===== src/rtl/key_debounce_multi_if.sv =====
// Key event bus: raw pins in, debounced level and one-cycle event pulses out.
interface key_debounce_multi_if #(
    parameter int N_CH = 4
);
    logic [N_CH-1:0] key;
    logic [N_CH-1:0] lo_key;
    logic [N_CH-1:0] press_p;
    logic [N_CH-1:0] release_p;
    logic [N_CH-1:0] long_p;
    logic [N_CH-1:0] rep_p;

    // Driven by the board / testbench side
    modport master (
        output key,
        input  lo_key, press_p, release_p, long_p, rep_p
    );

    // Debouncer side
    modport slave (
        input  key,
        output lo_key, press_p, release_p, long_p, rep_p
    );
endinterface


===== src/rtl/key_debounce_multi.sv =====
// N-channel key debouncer: two-flop synchroniser, press/release debounce,
// long-press detection and optional auto-repeat. Channels are independent.
module key_debounce_multi #(
    parameter int N_CH       = 4,
    parameter int DEB_CNT    = 1000000,
    parameter int ACTIVE_LOW = 1,
    parameter int LONG_CNT   = 50000000,
    parameter int REPEAT_EN  = 0,
    parameter int REPEAT_CNT = 10000000
) (
    input  logic              clk,
    input  logic              rst,
    key_debounce_multi_if.slave bus
);

    localparam int DW = $clog2(DEB_CNT);
    localparam int HW = $clog2(LONG_CNT + 1);
    localparam int RW = (REPEAT_CNT > 1) ? $clog2(REPEAT_CNT) : 1;

    localparam logic [DW-1:0] DEB_MAX  = DW'(DEB_CNT - 1);
    localparam logic [HW-1:0] HOLD_PRE = HW'(LONG_CNT - 1);
    localparam logic [HW-1:0] HOLD_MAX = HW'(LONG_CNT);
    localparam logic [RW-1:0] REP_MAX  = RW'(REPEAT_CNT - 1);

    // Pin level that means "released"; the synchroniser resets to it so no
    // false press is seen after reset.
    localparam logic REL_LVL = (ACTIVE_LOW != 0);

    logic [N_CH-1:0] r_sync1;
    logic [N_CH-1:0] r_sync2;
    logic [N_CH-1:0] r_lo_key;
    logic [N_CH-1:0] r_press_p;
    logic [N_CH-1:0] r_release_p;
    logic [N_CH-1:0] r_long_p;
    logic [N_CH-1:0] r_rep_p;
    logic [DW-1:0]   r_deb_cnt  [N_CH];
    logic [HW-1:0]   r_hold_cnt [N_CH];
    logic [RW-1:0]   r_rep_cnt  [N_CH];

    logic [N_CH-1:0] w_lvl;
    logic [N_CH-1:0] w_acc;

    // Normalised level: 1 = pressed regardless of pin polarity
    assign w_lvl = r_sync2 ^ {N_CH{REL_LVL}};

    // Acceptance strobe: new level has persisted for the full debounce window
    always_comb begin
        w_acc = '0;
        for (int i = 0; i < N_CH; i++) begin
            w_acc[i] = (w_lvl[i] != r_lo_key[i]) && (r_deb_cnt[i] == DEB_MAX);
        end
    end

    // Two-flop synchroniser for the asynchronous pins
    always_ff @(posedge clk) begin
        if (rst) begin
            r_sync1 <= {N_CH{REL_LVL}};
            r_sync2 <= {N_CH{REL_LVL}};
        end else begin
            r_sync1 <= bus.key;
            r_sync2 <= r_sync1;
        end
    end

    // Debounce counter, accepted level and press/release pulses
    always_ff @(posedge clk) begin
        if (rst) begin
            r_lo_key    <= '0;
            r_press_p   <= '0;
            r_release_p <= '0;
            for (int i = 0; i < N_CH; i++) begin
                r_deb_cnt[i] <= '0;
            end
        end else begin
            r_press_p   <= w_acc & w_lvl;
            r_release_p <= w_acc & ~w_lvl;
            for (int i = 0; i < N_CH; i++) begin
                if (w_lvl[i] == r_lo_key[i]) begin
                    r_deb_cnt[i] <= '0;
                end else if (w_acc[i]) begin
                    r_lo_key[i]  <= w_lvl[i];
                    r_deb_cnt[i] <= '0;
                end else begin
                    r_deb_cnt[i] <= r_deb_cnt[i] + 1'b1;
                end
            end
        end
    end

    // Saturating hold timer; long_p fires once on reaching LONG_CNT
    always_ff @(posedge clk) begin
        if (rst) begin
            r_long_p <= '0;
            for (int i = 0; i < N_CH; i++) begin
                r_hold_cnt[i] <= '0;
            end
        end else begin
            r_long_p <= '0;
            for (int i = 0; i < N_CH; i++) begin
                // w_acc covers both the press edge (restart) and the release
                // edge (abort any long_p that would land on it)
                if (!r_lo_key[i] || w_acc[i]) begin
                    r_hold_cnt[i] <= '0;
                end else if (r_hold_cnt[i] != HOLD_MAX) begin
                    r_hold_cnt[i] <= r_hold_cnt[i] + 1'b1;
                    if (r_hold_cnt[i] == HOLD_PRE) begin
                        r_long_p[i] <= 1'b1;
                    end
                end
            end
        end
    end

    // Auto-repeat timer, running only once the hold timer has saturated
    always_ff @(posedge clk) begin
        if (rst || (REPEAT_EN == 0)) begin
            r_rep_p <= '0;
            for (int i = 0; i < N_CH; i++) begin
                r_rep_cnt[i] <= '0;
            end
        end else begin
            r_rep_p <= '0;
            for (int i = 0; i < N_CH; i++) begin
                if (!r_lo_key[i] || w_acc[i]) begin
                    r_rep_cnt[i] <= '0;
                end else if (r_hold_cnt[i] == HOLD_PRE) begin
                    r_rep_cnt[i] <= '0;
                end else if (r_hold_cnt[i] == HOLD_MAX) begin
                    if (r_rep_cnt[i] == REP_MAX) begin
                        r_rep_cnt[i] <= '0;
                        r_rep_p[i]   <= 1'b1;
                    end else begin
                        r_rep_cnt[i] <= r_rep_cnt[i] + 1'b1;
                    end
                end
            end
        end
    end

    assign bus.lo_key    = r_lo_key;
    assign bus.press_p   = r_press_p;
    assign bus.release_p = r_release_p;
    assign bus.long_p    = r_long_p;
    assign bus.rep_p     = r_rep_p;

endmodule

===== src/flat_wrapper.sv =====
// flat-port wrapper written by rule: the top's interface ports become plain ports
module key_debounce_multi_flat 
#(
    parameter int N_CH       = 4,
    parameter int DEB_CNT    = 1000000,
    parameter int ACTIVE_LOW = 1,
    parameter int LONG_CNT   = 50000000,
    parameter int REPEAT_EN  = 0,
    parameter int REPEAT_CNT = 10000000
)
  (clk, rst, bus_key, bus_lo_key, bus_press_p, bus_release_p, bus_long_p, bus_rep_p);
  key_debounce_multi_if #(.N_CH(N_CH)) bus_i ();
  input  logic clk;
  input  logic rst;
  input wire logic [$bits(bus_i.key)-1:0] bus_key;
  output wire logic [$bits(bus_i.lo_key)-1:0] bus_lo_key;
  output wire logic [$bits(bus_i.press_p)-1:0] bus_press_p;
  output wire logic [$bits(bus_i.release_p)-1:0] bus_release_p;
  output wire logic [$bits(bus_i.long_p)-1:0] bus_long_p;
  output wire logic [$bits(bus_i.rep_p)-1:0] bus_rep_p;
  assign bus_i.key = bus_key;
  assign bus_lo_key = bus_i.lo_key;
  assign bus_press_p = bus_i.press_p;
  assign bus_release_p = bus_i.release_p;
  assign bus_long_p = bus_i.long_p;
  assign bus_rep_p = bus_i.rep_p;
  key_debounce_multi #(.N_CH(N_CH), .DEB_CNT(DEB_CNT), .ACTIVE_LOW(ACTIVE_LOW), .LONG_CNT(LONG_CNT), .REPEAT_EN(REPEAT_EN), .REPEAT_CNT(REPEAT_CNT)) u_core (.clk(clk), .rst(rst), .bus(bus_i));
endmodule

===== config.mk =====
export PLATFORM = sky130hd
export DESIGN_NAME = key_debounce_multi_flat
export DESIGN_NICKNAME = d
export VERILOG_FILES = /design/src/rtl/key_debounce_multi_if.sv /design/src/rtl/key_debounce_multi.sv /design/src/flat_wrapper.sv
export SDC_FILE = /design/constraint.sdc
export NUM_CORES = 1
export LEC_CHECK = 0
export ABC_CLOCK_PERIOD_IN_PS = 4000
export BUFFER_PORTS_ARGS = -buffer_cell sky130_fd_sc_hd__buf_2
export CAP_MARGIN = 5
export CORE_AREA = 2 2 176 178
export DETAILED_ROUTE_END_ITERATION = 16
export DIE_AREA = 0 0 178 180
export GPL_ROUTABILITY_DRIVEN = 0
export RECOVER_POWER = 100
export REMOVE_ABC_BUFFERS = 1
export SYNTH_ARGS = -nofsm -noshare
export SYNTH_HDL_FRONTEND = slang
export SYNTH_SLANG_ARGS = --single-unit

===== constraint.sdc =====
create_clock -name clk -period 4 [get_ports clk]
set_input_delay 0.2 -clock clk [delete_from_list [all_inputs] [get_ports clk]]
set_output_delay 0.2 -clock clk [all_outputs]
set_load 0.01 [all_outputs]

Word-level counts from Yosys, hierarchy flattened
Memories as Yosys holds them, arrays and structs flattened.
Index checks and enable logic that the tools add are counted.
Widths: inputs -> output; s select.
- bits in registers: 24
- output and inout port bits: 20
- bits of input ports: 6
- word-level logic and storage cells: 192
- memory bits (writable): 184
- memories: 2
- memory list (name ; words ; width ; read ports ; clocked after Yosys merged registers in ; wr ports ; line ; RTL):
    u_core.r_hold_cnt ; 4 ; 26 ; 4 ; 0 ; 4 ; key_debounce_multi.sv:37 ; logic [HW-1:0] r_hold_cnt [N_CH];
    u_core.r_deb_cnt ; 4 ; 20 ; 4 ; 0 ; 4 ; key_debounce_multi.sv:36 ; logic [DW-1:0] r_deb_cnt [N_CH];
- eq/ne operators: 20
- reduce and logical (&&, ||, !) cells: 20
- add/sub/neg operators: 8
- multiplexer cells: 98
- bitwise operators: 32
- operators with widths (kind ; count):
    $mux 20 ; 12
    $mux 26 ; 8
    $add 26x1->26 const B ; 4
    $eq 26x26->1 const B ; 4
    $ne 26x26->1 const B ; 4
    $add 20x1->20 const B ; 4
    $eq 20x20->1 const B ; 4
    $mux 1 ; 78
    $or 1x1->1 ; 20
    $reduce_or 3->1 ; 4
    $and 4x4->4 ; 2
    $not 1->1 ; 8
    $not 4->4 ; 2
    $reduce_and 2->1 ; 4
    $eq 1x1->1 ; 4
    $logic_and 1x1->1 ; 4
    $logic_not 1->1 ; 4
    $logic_or 1x1->1 ; 4
    $ne 1x1->1 ; 4

Logic depth before layout (Yosys ltp)
- depth in word-level cells: 9
- depth in mapped cells: 7

Least setup slack after synthesis
OpenSTA, ideal clock, no wires.
- kind: register -> register
- from: mem u_core.r_hold_cnt[2][16] in the netlist's numbering
- to: mem u_core.r_hold_cnt[2][0] in the netlist's numbering (enable)
- period minus slack after synthesis: 2872 ps
- arrival: 2366 ps
- setup slack: 1128 ps
- stages on the path, launching flop included: 5
- required time: 3495 ps
- buffers on the path: 1
- path through: edfxtp_1 -> or4_1 -> nor3_2 -> clkbuf_1 -> nand3b_1
- RTL lines (what ; line):
    start: declaration ; key_debounce_multi.sv:37

==> impl_metrics.ini <==
[worst_hold_path]
hp-class = in2reg

[run]
maxCapViolations = 1

[sta]
rsz0062_at_grt = false
drv_slew = 28
finClkSkew_ns = 0.0136
tns_ns = 0
period_needed_ns = 3.09
min_period_over_period = 0.773
tightest_slew_ns = 1.86
max_freq_mhz = 323
timing_hold_violations_final = 0
setup_viol = 0
max_slew_margin = -0.248

[die]
core_region_area_um2 = 30200
placementRows = 64
die_h_um = 180
start_util = 0.386
die_width_um = 178
ioPinCount = 26
die-area_um2 = 32000

[finish]
regArea_um2 = 6010
multi_input_area_um2 = 5450
antenna_cells_inserted = 0
synthToLayoutAreaGrowth_pct = 13.4
fillerInstances = 2878
drive_above_1_share = 0.0702
fin_nets = 1210
fin_area_um2 = 13200
stdcell_count = 1607

[worst_setup_path]
crit_arrival_ns = 3.33
cp_slowest_cell = nor3_1
crit_chain = and4b_1, nand3_1, nor3_1, clkbuf_1, nand3b_1, buf_4
critPathKind = reg2reg
worstSetupStartpointType = flip-flop
cp_max_fo = 26
max_stage_delay_ns = 0.75
crit_path_end_kind = flip-flop
required_ns = 4.24

[clock_tree]
clock_sinks = 208
cts-root-buf = clkbuf_16
ctsResizeCount = 0
cts-buffers-inserted = 25
h-tree-depth = 1
cts_setup_buffers = 0
cts_tree = built
clkTransAtPathRegs_ns = 0.06
clock_latency_ns = 0.52
holdBufCountCts = 4
clk_path_buf_depth = 3

[route]
drt_first_pass_iters = 5
vias_per_cell = 5.36
drt_iter0_markers = 595
drc = 0
wl_um = 23000
drtAntennaViolNets = 0
vias = 8610
detail_route.wl_per_cell_um = 14.3

[power_and_ir_drop]
vdd_drop_max_uv = 273
p_per_area_nw_per_um2 = 383
leakagePower_uw = 0.00413
p_total_uw = 5050

[place]
placedCellCount = 1557
hpwlAfterDp_um = 14900
port_buffers = 21
dpl-instance-area_um2 = 12400

[logic_synthesis]
yosysWarnings = 0
yosysSeqAreaShare = 0.516
syn_avg_cell_area_um2 = 10.6
synth-seq-cells = 208
synth_area_um2 = 11600
synthCells = 1097
ys_types = 51

[status]
violations = max-capacitance violations, max-slew violations
outcome = finished, violations left

[global_route]
grt_pass1_wl_um = 39100
grt-ovfl-total = 0
gr-usage-all-layers = 0.144
grt_max_degree = 28
first_global_vias = 8100
grt_antenna_before_repair = 0
[layout make-up]
type                            count  share of cell area
Inverter                           34             0.00967
Sequential cell                   208               0.455
Clock inverter                     16              0.0192
Clock buffer                       30              0.0511
Timing Repair Buffer               38              0.0145
Multi-Input combinational cell    885               0.413
Tap cell                          396              0.0375
[routing by layer]
metal,part of all wire,up-vias,wire length [µm],global-route usage
met5,0,-,0,0
met4,0.017,0,395,0.0374
li1,-,4357,-,-
met2,0.45,103,10400,0.226
met3,0.032,26,726,0.0220
met1,0.50,4124,11400,0.207
[Yosys cell counts, drive strengths merged]
cell	number	area share
o21ai	53	0.023
o21bai	1	0.00065
inv	34	0.011
xor2	49	0.037
or4b	1	0.00086
buf	25	0.015
and3	25	0.014
nor3	80	0.041
or2	13	0.0070
nand2	57	0.018
dfxtp	24	0.041
xnor2	41	0.031
nand4	45	0.025
and2	7	0.0038
or4	46	0.031
nand3b	4	0.0026
or3b	1	0.00075
nor2	64	0.021
nand3	74	0.034
nor4bb	1	0.00086
o31ai	36	0.026
nor3b	8	0.0052
clkbuf	27	0.0087
a21oi	31	0.013
conb	2	0.00065
nor4b	13	0.0098
nor4	12	0.0064
and4	17	0.013
a211oi	54	0.040
edfxtp	184	0.47
or3	51	0.027
ha	12	0.013
nor2b	2	0.0011
and4b	1	0.00086
nand4b	2	0.0015
[flip-flops by register name, summed over array words and instances (netlist names)]
signal                cells
u_core.bus.lo_key         4
u_core.bus.release_p      4
u_core.r_sync2            4
u_core.r_deb_cnt         80
u_core.bus.press_p        4
u_core.r_hold_cnt       104
u_core.bus.long_p         4
u_core.r_sync1            4
[worst max-delay path, delay by kind of cell (launching register included)]
kind / cells / cell delay, ns
buffers and inverters: 2 / 1.01
DFF: 1 / 0.47
and+or+nand+nor: 4 / 1.30
[cells by family after synthesis]
group                      after synthesis  share of synthesized area
and+or+nand+nor                        524                      0.266
DFF                                    208                      0.516
AOI/OAI and AO/OA                      175                      0.102
xor gates and xnor gates                90                     0.0677
buffers and inverters                   86                     0.0347
adders and majority gates               12                     0.0129
other                                    2                   0.000645
[per-stage QoR]
stage	hold WS (ns)	setup slack (ns)	util
final	0.259	0.906	0.437
after global routing	0.273	0.627	0.437
after CTS	0.242	1.38	0.443
after detailed placement	0.388	1.37	0.411
after global placement	0.389	1.44	0.411
after floorplan	0.273	0.156	-
[path summary, 6_finish.rpt]
check                                         startpoint                                     to  slack, ns  cells after the start
setup / recovery  u_core.r_hold_cnt[1][18]$_SDFFCE_PN0P_  u_core.r_hold_cnt[1][8]$_SDFFCE_PN0P_       0.91                      6
hold / removal                                       rst      u_core.bus.lo_key[0]$_SDFFE_PP0N_       0.26                      2
hold reg to reg             u_core.r_sync1[0]$_SDFF_PP1_           u_core.r_sync2[0]$_SDFF_PP1_       0.41                      1
setup reg to reg  u_core.r_hold_cnt[1][18]$_SDFFCE_PN0P_  u_core.r_hold_cnt[1][8]$_SDFFCE_PN0P_       0.91                      6
[where the power goes]
part	leakage, µW	switching [µW]	internal [µW]
combinational	0.00137	52.1	32.1
sequential	0.00230	40.3	2380
clock	0.000457	900	1650
total	0.00413	992	4060
[cells in the final DEF (no fill, tap or decap), drive strengths merged, types with 51 or more instances in the layout]
master / instances
edfxtp: 184
conb: 84
nor3: 80
nand3: 74
nor2: 64
nand2: 57
clkbuf: 56
a211oi: 54
o21ai: 53
or3: 51
No activity file was read; power rests on OpenSTA's default activity.
